--- src/rtl/uart_rx_cfg_if.sv ---
// Read-side bundle of uart_rx_cfg: holding-register data, ready/valid handshake
// and the per-word status flags that travel with it.
interface uart_rx_cfg_if #(
    parameter int DATA_BITS = 8
);
    logic [DATA_BITS-1:0] uart_rd_data;
    logic                 uart_rd_valid;
    logic                 uart_rd_ready;
    logic                 rx_parity_err;
    logic                 rx_frame_err;
    logic                 rx_break;
    logic                 rx_overrun;

    modport master (
        output uart_rd_data, uart_rd_valid, rx_parity_err, rx_frame_err, rx_break, rx_overrun,
        input  uart_rd_ready
    );

    modport slave (
        input  uart_rd_data, uart_rd_valid, rx_parity_err, rx_frame_err, rx_break, rx_overrun,
        output uart_rd_ready
    );
endinterface

--- src/rtl/uart_rx_cfg.sv ---
// Configurable UART receiver: majority-vote oversampling, parity/stop checking,
// break detection and a single-entry holding register with overrun reporting.
module uart_rx_cfg #(
    parameter int CLK_FREQ   = 100000000,
    parameter int BAUD_RATE  = 115200,
    parameter int DATA_BITS  = 8,
    parameter int PARITY     = 0,
    parameter int STOP_BITS  = 1,
    parameter int OVERSAMPLE = 16
) (
    input  logic          clk,
    input  logic          rst,
    input  logic          uart_rxd_i,
    output logic          rx_busy_o,
    uart_rx_cfg_if.master rd_if
);
    localparam int DIV   = CLK_FREQ / (BAUD_RATE * OVERSAMPLE);
    localparam int DIV_W = (DIV > 1) ? $clog2(DIV) : 1;
    localparam int SMP_W = $clog2(OVERSAMPLE);

    if (DIV < 1 || DATA_BITS < 5 || DATA_BITS > 9 || PARITY < 0 || PARITY > 2 ||
        STOP_BITS < 1 || STOP_BITS > 2 || OVERSAMPLE < 8 || (OVERSAMPLE % 2) != 0) begin : g_bad_cfg
        $fatal(1, "uart_rx_cfg: illegal parameter combination");
    end

    localparam logic [DIV_W-1:0] DIV_LAST  = DIV_W'(DIV - 1);
    localparam logic [SMP_W-1:0] SMP_LAST  = SMP_W'(OVERSAMPLE - 1);
    localparam logic [SMP_W-1:0] SMP_A     = SMP_W'(OVERSAMPLE / 2 - 1);
    localparam logic [SMP_W-1:0] SMP_B     = SMP_W'(OVERSAMPLE / 2);
    localparam logic [SMP_W-1:0] SMP_C     = SMP_W'(OVERSAMPLE / 2 + 1);
    localparam logic [3:0]       LAST_DATA = 4'(DATA_BITS - 1);
    localparam logic [3:0]       LAST_STOP = 4'(STOP_BITS - 1);
    localparam logic             ODD       = (PARITY == 2);

    typedef enum logic [2:0] {
        ST_IDLE, ST_START, ST_DATA, ST_PARITY, ST_STOP, ST_WAIT_HIGH
    } state_e;

    state_e               state_q, state_d;
    logic [1:0]           sync_q;
    logic [DIV_W-1:0]     div_q, div_d;
    logic [SMP_W-1:0]     smp_q, smp_d;
    logic [3:0]           bit_q, bit_d;
    logic [1:0]           samp_q, samp_d;
    logic [DATA_BITS-1:0] shift_q, shift_d;
    logic                 par_err_q, par_err_d;
    logic                 stop_low_q, stop_low_d;
    logic                 line_hi_q, line_hi_d;
    logic [DATA_BITS-1:0] data_q, data_d;
    logic                 valid_q, valid_d;
    logic                 pe_q, pe_d, fe_q, fe_d, brk_q, brk_d;
    logic                 ovr_q, ovr_d;
    logic                 busy_q;

    logic rxs, tick, decide, maj, commit;

    assign rxs    = sync_q[1];
    assign tick   = (div_q == DIV_LAST);
    assign decide = tick && (smp_q == SMP_C);
    assign maj    = (samp_q[0] & samp_q[1]) | (samp_q[0] & rxs) | (samp_q[1] & rxs);

    // NOTE: every variable gets a default first so no path leaves it unassigned (no latch).
    always_comb begin
        state_d    = state_q;
        div_d      = tick ? '0 : div_q + 1'b1;
        smp_d      = smp_q;
        bit_d      = bit_q;
        samp_d     = samp_q;
        shift_d    = shift_q;
        par_err_d  = par_err_q;
        stop_low_d = stop_low_q;
        line_hi_d  = line_hi_q;
        commit     = 1'b0;

        if (tick) begin
            smp_d = (smp_q == SMP_LAST) ? '0 : smp_q + 1'b1;
            if (smp_q == SMP_A) samp_d[0] = rxs;
            if (smp_q == SMP_B) samp_d[1] = rxs;
        end

        unique case (state_q)
            ST_IDLE: begin
                smp_d = '0;
                bit_d = '0;
                if (!rxs) begin
                    // Realign the tick phase to the falling edge of the start bit.
                    state_d    = ST_START;
                    div_d      = '0;
                    par_err_d  = 1'b0;
                    stop_low_d = 1'b0;
                    line_hi_d  = 1'b0;
                end
            end
            ST_START: begin
                if (decide) state_d = maj ? ST_IDLE : ST_DATA;
            end
            ST_DATA: begin
                if (decide) begin
                    shift_d   = {maj, shift_q[DATA_BITS-1:1]};
                    line_hi_d = line_hi_q | maj;
                    if (bit_q == LAST_DATA) begin
                        bit_d   = '0;
                        state_d = (PARITY != 0) ? ST_PARITY : ST_STOP;
                    end else begin
                        bit_d = bit_q + 1'b1;
                    end
                end
            end
            ST_PARITY: begin
                if (decide) begin
                    par_err_d = maj ^ (^shift_q) ^ ODD;
                    line_hi_d = line_hi_q | maj;
                    state_d   = ST_STOP;
                end
            end
            ST_STOP: begin
                if (decide) begin
                    stop_low_d = stop_low_q | ~maj;
                    line_hi_d  = line_hi_q | maj;
                    if (bit_q == LAST_STOP) begin
                        commit  = 1'b1;
                        bit_d   = '0;
                        state_d = rxs ? ST_IDLE : ST_WAIT_HIGH;
                    end else begin
                        bit_d = bit_q + 1'b1;
                    end
                end
            end
            ST_WAIT_HIGH: begin
                if (rxs) state_d = ST_IDLE;
            end
            default: state_d = ST_IDLE;
        endcase
    end

    // Holding register: a commit may reuse the slot in the cycle it is being read out.
    always_comb begin
        data_d  = data_q;
        valid_d = valid_q;
        pe_d    = pe_q;
        fe_d    = fe_q;
        brk_d   = brk_q;
        ovr_d   = 1'b0;
        if (valid_q && rd_if.uart_rd_ready) valid_d = 1'b0;
        if (commit) begin
            if (!valid_q || rd_if.uart_rd_ready) begin
                data_d  = shift_q;
                valid_d = 1'b1;
                pe_d    = par_err_q;
                fe_d    = stop_low_q | ~maj;
                brk_d   = ~(line_hi_q | maj);
            end else begin
                ovr_d = 1'b1;
            end
        end
    end

    // NOTE: sequential state uses non-blocking assignments so all flops update together.
    always_ff @(posedge clk or posedge rst) begin
        if (rst) begin
            sync_q     <= 2'b11;
            state_q    <= ST_IDLE;
            div_q      <= '0;
            smp_q      <= '0;
            bit_q      <= '0;
            samp_q     <= '0;
            shift_q    <= '0;
            par_err_q  <= 1'b0;
            stop_low_q <= 1'b0;
            line_hi_q  <= 1'b0;
            data_q     <= '0;
            valid_q    <= 1'b0;
            pe_q       <= 1'b0;
            fe_q       <= 1'b0;
            brk_q      <= 1'b0;
            ovr_q      <= 1'b0;
            busy_q     <= 1'b0;
        end else begin
            sync_q     <= {sync_q[0], uart_rxd_i};
            state_q    <= state_d;
            div_q      <= div_d;
            smp_q      <= smp_d;
            bit_q      <= bit_d;
            samp_q     <= samp_d;
            shift_q    <= shift_d;
            par_err_q  <= par_err_d;
            stop_low_q <= stop_low_d;
            line_hi_q  <= line_hi_d;
            data_q     <= data_d;
            valid_q    <= valid_d;
            pe_q       <= pe_d;
            fe_q       <= fe_d;
            brk_q      <= brk_d;
            ovr_q      <= ovr_d;
            busy_q     <= (state_d != ST_IDLE);
        end
    end

    assign rd_if.uart_rd_data  = data_q;
    assign rd_if.uart_rd_valid = valid_q;
    assign rd_if.rx_parity_err = pe_q;
    assign rd_if.rx_frame_err  = fe_q;
    assign rd_if.rx_break      = brk_q;
    assign rd_if.rx_overrun    = ovr_q;
    assign rx_busy_o           = busy_q;
endmodule

--- src/flat_wrapper.sv ---
// flat-port wrapper written by rule: the top's interface ports become plain ports
module uart_rx_cfg_flat 
#(
    parameter int CLK_FREQ   = 100000000,
    parameter int BAUD_RATE  = 115200,
    parameter int DATA_BITS  = 8,
    parameter int PARITY     = 0,
    parameter int STOP_BITS  = 1,
    parameter int OVERSAMPLE = 16
)
  (clk, rst, uart_rxd_i, rx_busy_o, rd_if_uart_rd_data, rd_if_uart_rd_valid, rd_if_rx_parity_err, rd_if_rx_frame_err, rd_if_rx_break, rd_if_rx_overrun, rd_if_uart_rd_ready);
  uart_rx_cfg_if #(.DATA_BITS(DATA_BITS)) rd_if_i ();
  input  logic clk;
  input  logic rst;
  input  logic uart_rxd_i;
  output logic rx_busy_o;
  output wire logic [$bits(rd_if_i.uart_rd_data)-1:0] rd_if_uart_rd_data;
  output wire logic [$bits(rd_if_i.uart_rd_valid)-1:0] rd_if_uart_rd_valid;
  output wire logic [$bits(rd_if_i.rx_parity_err)-1:0] rd_if_rx_parity_err;
  output wire logic [$bits(rd_if_i.rx_frame_err)-1:0] rd_if_rx_frame_err;
  output wire logic [$bits(rd_if_i.rx_break)-1:0] rd_if_rx_break;
  output wire logic [$bits(rd_if_i.rx_overrun)-1:0] rd_if_rx_overrun;
  input wire logic [$bits(rd_if_i.uart_rd_ready)-1:0] rd_if_uart_rd_ready;
  assign rd_if_uart_rd_data = rd_if_i.uart_rd_data;
  assign rd_if_uart_rd_valid = rd_if_i.uart_rd_valid;
  assign rd_if_rx_parity_err = rd_if_i.rx_parity_err;
  assign rd_if_rx_frame_err = rd_if_i.rx_frame_err;
  assign rd_if_rx_break = rd_if_i.rx_break;
  assign rd_if_rx_overrun = rd_if_i.rx_overrun;
  assign rd_if_i.uart_rd_ready = rd_if_uart_rd_ready;
  uart_rx_cfg #(.CLK_FREQ(CLK_FREQ), .BAUD_RATE(BAUD_RATE), .DATA_BITS(DATA_BITS), .PARITY(PARITY), .STOP_BITS(STOP_BITS), .OVERSAMPLE(OVERSAMPLE)) u_core (.clk(clk), .rst(rst), .uart_rxd_i(uart_rxd_i), .rx_busy_o(rx_busy_o), .rd_if(rd_if_i));
endmodule
--- config.mk ---
export PLATFORM = sky130hd
export DESIGN_NAME = uart_rx_cfg_flat
export DESIGN_NICKNAME = d
export VERILOG_FILES = /design/src/rtl/uart_rx_cfg_if.sv /design/src/rtl/uart_rx_cfg.sv /design/src/flat_wrapper.sv
export SDC_FILE = /design/constraint.sdc
export NUM_CORES = 1
export LEC_CHECK = 0
export CAP_MARGIN = 40
export CORE_ASPECT_RATIO = 0.7
export CORE_MARGIN = 2
export CORE_UTILIZATION = 52
export CTS_CLUSTER_SIZE = 20
export DETAILED_ROUTE_END_ITERATION = 10
export PLACE_DENSITY = 0.75
export SYNTH_ARGS = -nofsm -noshare
export SYNTH_HDL_FRONTEND = slang
export SYNTH_SLANG_ARGS = --single-unit
export TNS_END_PERCENT = 5
--- constraint.sdc ---
create_clock -name clk -period 1.77 [get_ports clk]
set_input_delay 0.2655 -clock clk [delete_from_list [all_inputs] [get_ports clk]]
set_output_delay 0.2655 -clock clk [all_outputs]
set_load 0.005 [all_outputs]
# ---- After elaboration in Yosys (flattened, before gate mapping)
# Cells that the tools add are included.
dict set report word_totals {
  register_bits 46
}
dict set report classes {
  addsub 3
  n_eq_ne 16
  n_mux 37
  bitwise 10
  n_reduce_logical 22
}
# operator count
set op_table {}
lappend op_table {{4-bit two-way mux} 7}
lappend op_table {{3-bit two-way mux} 9}
lappend op_table {{6-bit two-way mux} 3}
lappend op_table {{3-bit one-hot mux with 6 select lines} 1}
lappend op_table {{4-bit equality test (second input constant)} 3}
lappend op_table {{1-bit two-way mux} 12}
lappend op_table {{4-bit one-hot mux with 3 select lines} 1}
lappend op_table {{3-bit AND reduction} 4}
lappend op_table {{4-bit by 1-bit adder with 4-bit output (second input constant)} 2}
lappend op_table {{4-bit by 3-bit equality test with 1-bit output (second input constant)} 2}
lappend op_table {{2-bit by 1-bit != test with 1-bit output (second input constant)} 4}
lappend op_table {{2-bit AND reduction} 4}
lappend op_table {{2-bit nonzero test} 4}
lappend op_table {{8-bit parity} 1}
lappend op_table {{6-bit by 1-bit adder with 6-bit output (second input constant)} 1}
lappend op_table {{3-bit by 2-bit equality test with 1-bit output (second input constant)} 2}
lappend op_table {{3-bit equality test (second input constant)} 2}
lappend op_table {{6-bit equality test (second input constant)} 1}
lappend op_table {{1-bit one-hot mux with 2 select lines} 3}
lappend op_table {{3-bit nonzero test} 2}
lappend op_table {{4-bit logical NOT} 1}
lappend op_table {{1-bit OR} 4}
lappend op_table {{1-bit bitwise AND} 3}
lappend op_table {{3-bit by 1-bit equality test with 1-bit output (second input constant)} 1}
lappend op_table {{9 further kinds} 11}

# ---- Depth between registers and ports, before layout
dict set report logic_depth {
  ltp_word 7
  mapped_depth 7
}

# ---- Worst setup path before layout
# Ideal clock, no wire load.
dict set report synth_path {
  path_kind {register -> register}
  startpoint {register u_core.smp_q[1]}
  endpoint {register u_core.data_q[1] (netlist: u_core.rd_if.uart_rd_data[1])}
  setup_time_ps 125
  arrival_ps 1640
  path_slack_ps 5
  stages_incl_launch_ff 8
  path_cell_list {dfrtp_1 -> inv_1 -> ha_1 -> and4b_1 -> nand2_1 -> nor2_1 -> buf_4 -> mux2_2}
}
dict set report synth_via {
  elab_chain_cells 5
}
# item line
set synth_lines {}
lappend synth_lines {{from (decl)} uart_rx_cfg.sv:42} ;# logic [SMP_W-1:0] smp_q, smp_d;
lappend synth_lines {{from (signal assigned)} uart_rx_cfg.sv:182} ;# smp_q <= smp_d;
lappend synth_lines {{4-bit equality test} uart_rx_cfg.sv:59} ;# assign decide = tick && (smp_q == SMP_C);
lappend synth_lines {{1-bit logical AND} uart_rx_cfg.sv:59}
lappend synth_lines {{1-bit two-way mux} uart_rx_cfg.sv:117} ;# if (decide) begin
lappend synth_lines {{1-bit two-way mux} uart_rx_cfg.sv:81} ;# unique case (state_q)
lappend synth_lines {{2-bit AND reduction (no line)} -}
lappend synth_lines {{to (signal assigned)} uart_rx_cfg.sv:189} ;# data_q <= data_d;
lappend synth_lines {{to (decl)} uart_rx_cfg.sv:49} ;# logic [DATA_BITS-1:0] data_q, data_d;
# No other way between the ends.
# A chain may end at the register's enable or synchronous reset.

# ---- Worst setup path after layout
dict set report layout_path {
  startpoint {register u_core.smp_q[1]}
  endpoint {register u_core.shift_q[7]}
}
dict set report layout_via {
  elab_chain_cells 3
}
# item line
set layout_lines {}
lappend layout_lines {{4-bit equality test} uart_rx_cfg.sv:59}
lappend layout_lines {{1-bit logical AND} uart_rx_cfg.sv:59}
lappend layout_lines {{2-bit AND reduction (no line)} -}
lappend layout_lines {{to (signal assigned)} uart_rx_cfg.sv:185} ;# shift_q <= shift_d;
lappend layout_lines {{to (decl)} uart_rx_cfg.sv:45} ;# logic [DATA_BITS-1:0] shift_q, shift_d;
# No other way between the ends.

==> impl_metrics.ini <==
[status]
status = completed

[placed_design]
place_area_sq_mm = 0.00266
gp_congestion = 0.861
dp_worst_setup_slack_ns = -0.0818
io_buffers = 17
hpwl_um = 3460

[clocking]
root_buffer = clkbuf_8
htree_levels = 2
worstSkewPairLatency_ns = 0.30
cts.reportedPaths.clkPinSlew_ns = 0.09
cts_buffers = 5
ctsHoldBuffers = 0
cts.sinks = 46
cts_tree = done
cts.path.max_buffers = 2

[cells_and_area]
regArea_sq_mm = 0.00115
multi_input_comb_area_sq_mm = 0.00116
diodes = 0
drive_above_1_share = 0.317
final_area_sq_mm = 0.00287
nNetsFinal = 253
area_growth_pct = 26.2
final.fill_count = 319

[synth]
ys_ff_latch = 46
syn_inst = 200
synth_area_leaders = dfrtp_1 48%, mux2_2 8.9%, ha_1 3.8%, xnor2_1 3.5%, nor2_1 2.8%
synth_edf_count = 0
seq_area_frac_synth = 0.507
synth_area_sq_mm = 0.00228
postSynthAreaPerCell_sq_um = 11.4
ys.flop_type = dfrtp_1
yosysTopAreaCell = dfrtp_1
synth.lib_cells_used.distinct = 51
synth.top_cell.area_share = 0.484
ys_async_sr_fraction = 1.00
synth.top_cells.by_count = 44 x dfrtp_1, 18 x mux2_2, 17 x nor2_1
yosysMostFrequentCell = dfrtp_1
syn-num-nets = 211
yosysWarnings = 0

[grt]
track_usage = 0.207
grt_pass1_wl_um = 7820
antenna_found_initial = 0
grt_max_degree = 27
grt_pass1_vias = 1589
overflow = 0

[pwr]
finalPower_mw = 1.76
power.density_mw_per_mm2 = 611
peakVddDrop_uv = 464
power_leakage_nw = 1.29

[routing]
vias = 1670
wl_per_cell_um = 16.4
viasPerCell = 5.60
drc = 0
drt_iter0_drc = 112
antenna_left = 0
wl_um = 4880
drt-pass1-iter-count = 4

[critical_path]
worstPathRequired_ns = 1.96
max_stage_delay_ns = 0.39
critPathBufInv = 1
cp-start-kind = flop
critical_path_class = flop to flop
arrival_ns = 1.95
crit_family = simple AND/OR/NAND/NOR gates
crit_slowest_cell = dfrtp_1
end_kind = flop
path_cells = inv_1, ha_1, and4b_2, nand2_4, nor2_4, mux2_2
cp_max_fo = 8

[sta]
finalHoldViolCount = 0
period_share = 0.999
slew-limit-headroom = 0.710
fin_tns_setup_ns = 0
layout_min_cycle_time_ns = 1.77
clock_skew_ns = 0.00582
max_freq_mhz = 566
finalSetupViolCount = 0
hold_slack_ns = 0.190
grt_setup_unrepaired = yes
slew_violations = 0
tightestPinTransition_ns = 0.432
fin_ws_ns = 0.00242

[die]
io_pins = 18
rows = 20
coreArea_sq_mm = 0.00428
dieArea_sq_mm = 0.00493
initial_core_util = 0.532
die-height_um = 59.4
die_w_um = 83.1

[worst_hold_path]
min_path_type = primary input to asynchronous set/reset pin

[flow_run]
cap_viol_max_count = 0
## registers in the layout, indices dropped and copies added (netlist names)
name and flops:
u_core.shift_q 8, u_core.rd_if.rx_parity_err 1, u_core.rd_if.uart_rd_valid 1, u_core.rx_busy_o 1, u_core.rd_if.rx_break 1, u_core.line_hi_q 1, u_core.state_q 3, u_core.div_q 6
u_core.bit_q 4, u_core.sync_q 2, u_core.par_err_q 1, u_core.samp_q 2, u_core.stop_low_q 1, u_core.rd_if.uart_rd_data 8, u_core.rd_if.rx_frame_err 1, u_core.smp_q 4
u_core.rd_if.rx_overrun 1
## routing by layer
layer  vias up  GRT usage  share of wire
li1        794          -              -
met1       828      0.312           0.52
met2        43      0.303           0.43
met3         5     0.0460          0.042
met4         0     0.0562         0.0090
met5         -          0              0
## kinds of logic (layout without fill, tap and decap cells)
kind of cell,after synthesis,after routing,synth area share
xor+xnor,12,12,0.0522
fa+ha+maj,8,8,0.0429
compound gates,29,29,0.0857
buf+inv,15,58,0.0302
mux,22,22,0.108
simple gates,68,68,0.174
flops,46,46,0.507
## power by group
part	total (mW)	switching (mW)	internal [mW]
Sequential	1.06	0.00280	1.05
Clock	0.662	0.346	0.316
Combinational	0.0363	0.0236	0.0127
## metrics by stage
stage / cells / utilization
2_1_floorplan: 200 / -
3_3_place_gp: 288 / 0.620
3_5_place_dp: 288 / 0.620
4_1_cts: 297 / 0.653
5_1_grt: 298 / 0.671
6_report: 298 / 0.671
## layout make-up
cell class | instances | area share
Clock buffer | 7 | 0.0301
Timing Repair Buffer | 40 | 0.126
Sequential cell | 46 | 0.402
Tap cell | 55 | 0.0240
Multi-Input combinational cell | 139 | 0.403
Clock inverter | 1 | 0.00174
Inverter | 10 | 0.0131
## worst paths after layout
kind	slack, ns	endpoint	depth (start not counted)	startpoint
worst max-delay path	0.002	u_core.shift_q[7]$_DFFE_PP0P_	6	u_core.smp_q[1]$_DFFE_PP0P_
worst min-delay path	0.19	u_core.rd_if.uart_rd_data[3]$_DFFE_PP0P_	2	rst
worst max register to register	0.002	u_core.shift_q[7]$_DFFE_PP0P_	6	u_core.smp_q[1]$_DFFE_PP0P_
worst min register to register	0.37	u_core.sync_q[1]$_DFF_PP1_	0	u_core.sync_q[0]$_DFF_PP1_
max in group asynchronous	1.14	u_core.bit_q[3]$_DFFE_PP0P_	3	rst
min in group clk	0.37	u_core.sync_q[1]$_DFF_PP1_	0	u_core.sync_q[0]$_DFF_PP1_
## worst reg2reg max path, stage by stage (launching register included)
cell,delay (ns)
dfrtp_1,0.39
inv_1,0.08
ha_1,0.17
and4b_2,0.28
nand2_4,0.10
nor2_4,0.25
mux2_2,0.38
## placed cells by master (no fill, tap or decap), drive strengths merged, types with 2 or more instances in the layout
cell type / instances
a21oi: 5
and3: 3
and4b: 2
buf: 23
clkbuf: 7
clkdlybuf4s50: 17
dfrtp: 44
dfstp: 2
ha: 7
inv: 10
mux2: 21
nand2: 9
nand2b: 4
nand3: 11
nand4: 2
nand4b: 2
nor2: 18
nor3b: 4
nor4: 3
o21a: 2
o21ai: 9
or2: 2
or3b: 2
xnor2: 9
xor2: 2
## what timing repair did
action / in CTS / in global routing
endpoints found under the setup margin: 21 / 26
resized for setup: 10 / 17
gates cloned: 1 / 0
pin swaps: 1 / 2
setup buffers: 0 / 1
Note: power is estimated with default switching activity, not from simulation.
==> edit 1, RTL diff (same settings) <==
`CLK_FREQ` is set to 100000000 in 2 places; all go to 50000000.
--- a/src/rtl/uart_rx_cfg.sv
+++ b/src/rtl/uart_rx_cfg.sv
@@ -3,3 +3,3 @@
 module uart_rx_cfg #(
-    parameter int CLK_FREQ   = 100000000,
+    parameter int CLK_FREQ   = 50000000,
     parameter int BAUD_RATE  = 115200,
--- a/src/flat_wrapper.sv
+++ b/src/flat_wrapper.sv
@@ -3,3 +3,3 @@
 #(
-    parameter int CLK_FREQ   = 100000000,
+    parameter int CLK_FREQ   = 50000000,
     parameter int BAUD_RATE  = 115200,
Behaviour: same outputs for any inputs over 10 cycles, from zero or initial values and one cycle with rst high; that may be too few to reach the edited logic, so the function may still have changed.
==> edit 1 against the original RTL <==
- the flow now finishes with violations (negative setup slack)
- synthesized area decreased by 6.6%
- total power increased by 7.0%
- die area decreased by 6.3%
- worst setup slack got worse by 270 ps
- design area decreased by 3.7%
- routed wire length decreased by 6.4%
- largest power group unchanged
- clock skew increased by 4.2 ps
- sequential cell count decreased by 1
==> edit 1: results <==
{
  "setup_viol": 23,
  "vdd_ir_drop_max_mv": 0.479,
  "status": "finished with violations",
  "placed_area_um2": 2520,
  "r2r_end": "u_core.rd_if.uart_rd_data[3]",
  "cts_sinks": 45,
  "syn_avg_cell_area_um2": 11.1,
  "n_fill_cell": 269,
  "worst_slack_ps": -271,
  "multiInputGateArea_um2": 1010,
  "drive_gt1_frac": 0.293,
  "finClkSkew_ps": 10.0,
  "ys_seq_area_frac": 0.531,
  "cp.arrival_ps": 2230,
  "seq_area_frac": 0.408,
  "finalNonFillerCells": 291,
  "grt_use_total": 0.203,
  "drtIter0Drc": 213,
  "path_max_fanout": 12,
  "synth_cell_type_count": 38,
  "grt_start_max_net_pins": 46,
  "timing.hold.ws_ps": 308,
  "dp_hpwl_mm": 3.07,
  "grt_pass1_wl_mm": 7.07,
  "n_tap_cell": 52,
  "drt_wl_total_mm": 4.57,
  "inverters": 12,
  "violations": "negative setup slack",
  "fin_setup_tns_ps": -4470,
  "p_leak_uw": 0.00125,
  "nClkBuffers": 6,
  "synth_nets": 203,
  "synthTopCellsByCount": "43 x dfrtp_1, 19 x mux2_2, 16 x nor2_1, 15 x nand2_1, 12 x inv_1",
  "rr_worst_depth": 7,
  "synth_top_cell_area_share": 0.506,
  "nMultiInputCombCells": 131
}
==> edit 1: changes by cell type in the layout (fill, tap and decap cells not counted), moves of 3 or more <==
cell / unedited run / this run
nor3_1: 1 / 4
and3_1: 3 / 0
nand2_1: 8 / 15
mux2_2: 15 / 12
buf_4: 20 / 23
==> edit 1: how the worst max path moves through the flow <==
stage                               start                           end  cells past startpoint
after floorplan           u_core.div_q[0]              u_core.rx_busy_o                      8
after global placement    u_core.div_q[1]              u_core.rx_busy_o                      6
after detailed placement  u_core.div_q[1]              u_core.rx_busy_o                      6
after CTS                 u_core.div_q[1]              u_core.rx_busy_o                      6
after global routing      u_core.div_q[0]  u_core.rd_if.uart_rd_data[3]                      7
final                     u_core.div_q[0]  u_core.rd_if.uart_rd_data[3]                      7
==> edit 1: power by group <==
group	total, uW	internal (uW)	leakage (uW)	switching [uW]
Sequential	1030	1030	0.000592	1.45
Combinational	35.2	12.6	0.000605	22.6
Clock	810	459	0.0000574	351
==> edit 1: routing by layer <==
metal	part of all wire	up-vias	global-route usage	routed length, um
li1	-	761	-	-
met2	0.48	51	0.320	2200
met3	0.052	15	0.0506	237
met1	0.44	783	0.258	2000
met4	0.028	0	0.111	128
met5	0	-	0	0
==> edit 1: timing repair <==
item	CTS	global route
endpoints found under the setup margin	24	25
resized for setup	1	19
setup buffers	0	4
cloned	0	1
pin swaps	0	5
==> edit 1: kinds of logic after synthesis <==
group,after synthesis,synth area share
AND/OR/NAND/NOR,62,0.150
flip-flops,45,0.531
AO/OA/AOI/OAI,29,0.0883
multiplexers,19,0.101
buffers and inverters,17,0.0347
XOR/XNOR,12,0.0494
adder cells (fa/ha/maj),8,0.0459
==> edit 2, RTL diff (config.mk and constraints unchanged) <==
Made on the original files. Register the input `uart_rxd_i` before use, with the module's reset. The logic sees it one clock later. The other inputs are not delayed to match.
--- a/src/rtl/uart_rx_cfg.sv
+++ b/src/rtl/uart_rx_cfg.sv
@@ -19,2 +19,12 @@
     localparam int SMP_W = $clog2(OVERSAMPLE);
+
+    logic uart_rxd_q;
+
+    always_ff @(posedge clk or posedge rst) begin
+        if (rst) begin
+            uart_rxd_q <= '0;
+        end else begin
+            uart_rxd_q <= uart_rxd_i;
+        end
+    end
 
@@ -178,3 +188,3 @@
         end else begin
-            sync_q     <= {sync_q[0], uart_rxd_i};
+            sync_q     <= {sync_q[0], uart_rxd_q};
             state_q    <= state_d;
Check against the original RTL: not equivalent (a bounded check fails within 4 cycles, from zero or initial values and one cycle with rst high).
==> edit 2 against the original RTL <==
- worst setup slack better by 18 ps
- routed wire length down 3.0%
- clock power up 38%
- non-clock buffer count up 5
- critical path type unchanged
- design area up 3.8%
- total power up 16%
- sequential cell count up 1
- synthesized area down 0.33%
==> edit 2: results <==
{
  "cp.arrival_ps": 1970,
  "status": "finished, final reports clean",
  "drtIter0Drc": 94,
  "grt_start_max_net_pins": 48,
  "n_fill_cell": 295,
  "synth_area_um2": 2270,
  "cts_sinks": 47,
  "nMultiInputCombCells": 134,
  "path_max_fanout": 3,
  "synthTopCellsByCount": "45 x dfrtp_1, 22 x mux2_2, 16 x nor2_1, 10 x nand2_1",
  "nClkBuffers": 6,
  "inverters": 9,
  "via_per_inst": 5.51,
  "placed_cells": 287,
  "synth_cell_type_count": 50,
  "buffers": 45,
  "clkCellAreaFrac": 0.0445,
  "place_congestion": 0.906,
  "finClkSkew_ps": 1.67,
  "timing.hold.ws_ps": 316,
  "r2r_end": "u_core.bit_q[0]",
  "ys_seq_area_frac": 0.519,
  "placed_area_um2": 2700,
  "syn_avg_cell_area_um2": 11.6,
  "avgRoutedWirePerCell_um": 15.9,
  "ctsResizeCount": 5,
  "dp_hpwl_mm": 3.18,
  "drive_gt1_frac": 0.313,
  "signal_buffer_area_fraction": 0.138,
  "multiInputGateArea_um2": 1160,
  "rrSetupSlack_ps": 20,
  "grt_pass1_wl_mm": 7.67,
  "firstDrtPassIters": 5,
  "vdd_ir_drop_max_mv": 0.487,
  "yosys-top-cells-area": "dfrtp_1 50%, mux2_2 11%, ha_1 3.9%"
}
## edit 2: cell types whose count changed after synthesis, sizes merged, moves of 2 or more
| cell | before | now |
|---|---|---|
| o21a | 2 | 0 |
| or4 | 0 | 3 |
| or3b | 2 | 0 |
| and3 | 3 | 1 |
| a211oi | 0 | 2 |
| nor3 | 1 | 3 |
| nand4 | 2 | 5 |
| nand3 | 11 | 7 |
## edit 2: layer usage
layer  vias up  GRT usage  part of all wire
met4         0     0.0656             0.016
met2        50      0.282              0.40
met3        10     0.0487             0.045
met1       789      0.303              0.54
li1        792          -                 -
met5         -          0                 0
## edit 2: report_power, final
part           switching (uW)  internal [uW]
Sequential               2.45           1080
Clock                     350            564
Combinational            22.3           11.2
Total                     375           1650
## edit 2: through the flow
stage	utilization	power, uW
2_1_floorplan	-	1120
3_3_place_gp	0.631	1140
3_5_place_dp	0.631	1140
4_1_cts	0.669	2050
5_1_grt	0.697	2110
6_report	0.697	2030
## edit 2: how the worst max path moves through the flow
stage,to,from,cells after the start,slack (ps)
finish,u_core.bit_q[0],u_core.bit_q[0],6,20
global route,u_core.rd_if.uart_rd_data[3],u_core.bit_q[1],7,-90
CTS,u_core.rd_if.uart_rd_data[1],u_core.smp_q[1],7,1
detailed placement,u_core.rd_if.uart_rd_data[1],u_core.bit_q[0],7,-100
global placement,u_core.rd_if.uart_rd_data[7],u_core.bit_q[0],7,-80
floorplan,u_core.rd_if.rx_break,u_core.div_q[1],7,50
## edit 2: worst max-delay path, cell delays in order, from the launching register on
cell     delay [ps]
dfrtp_1         400
buf_4           150
ha_1            200
and3b_1         210
o22a_1          210
or4_1           420
o21ai_0          90
## edit 2: cell families after synthesis
family          synth area share
mux                        0.109
buf+inv                   0.0265
fa+ha+maj                 0.0430
compound gates            0.0899
simple gates               0.160
flops                      0.519
xor+xnor                  0.0524
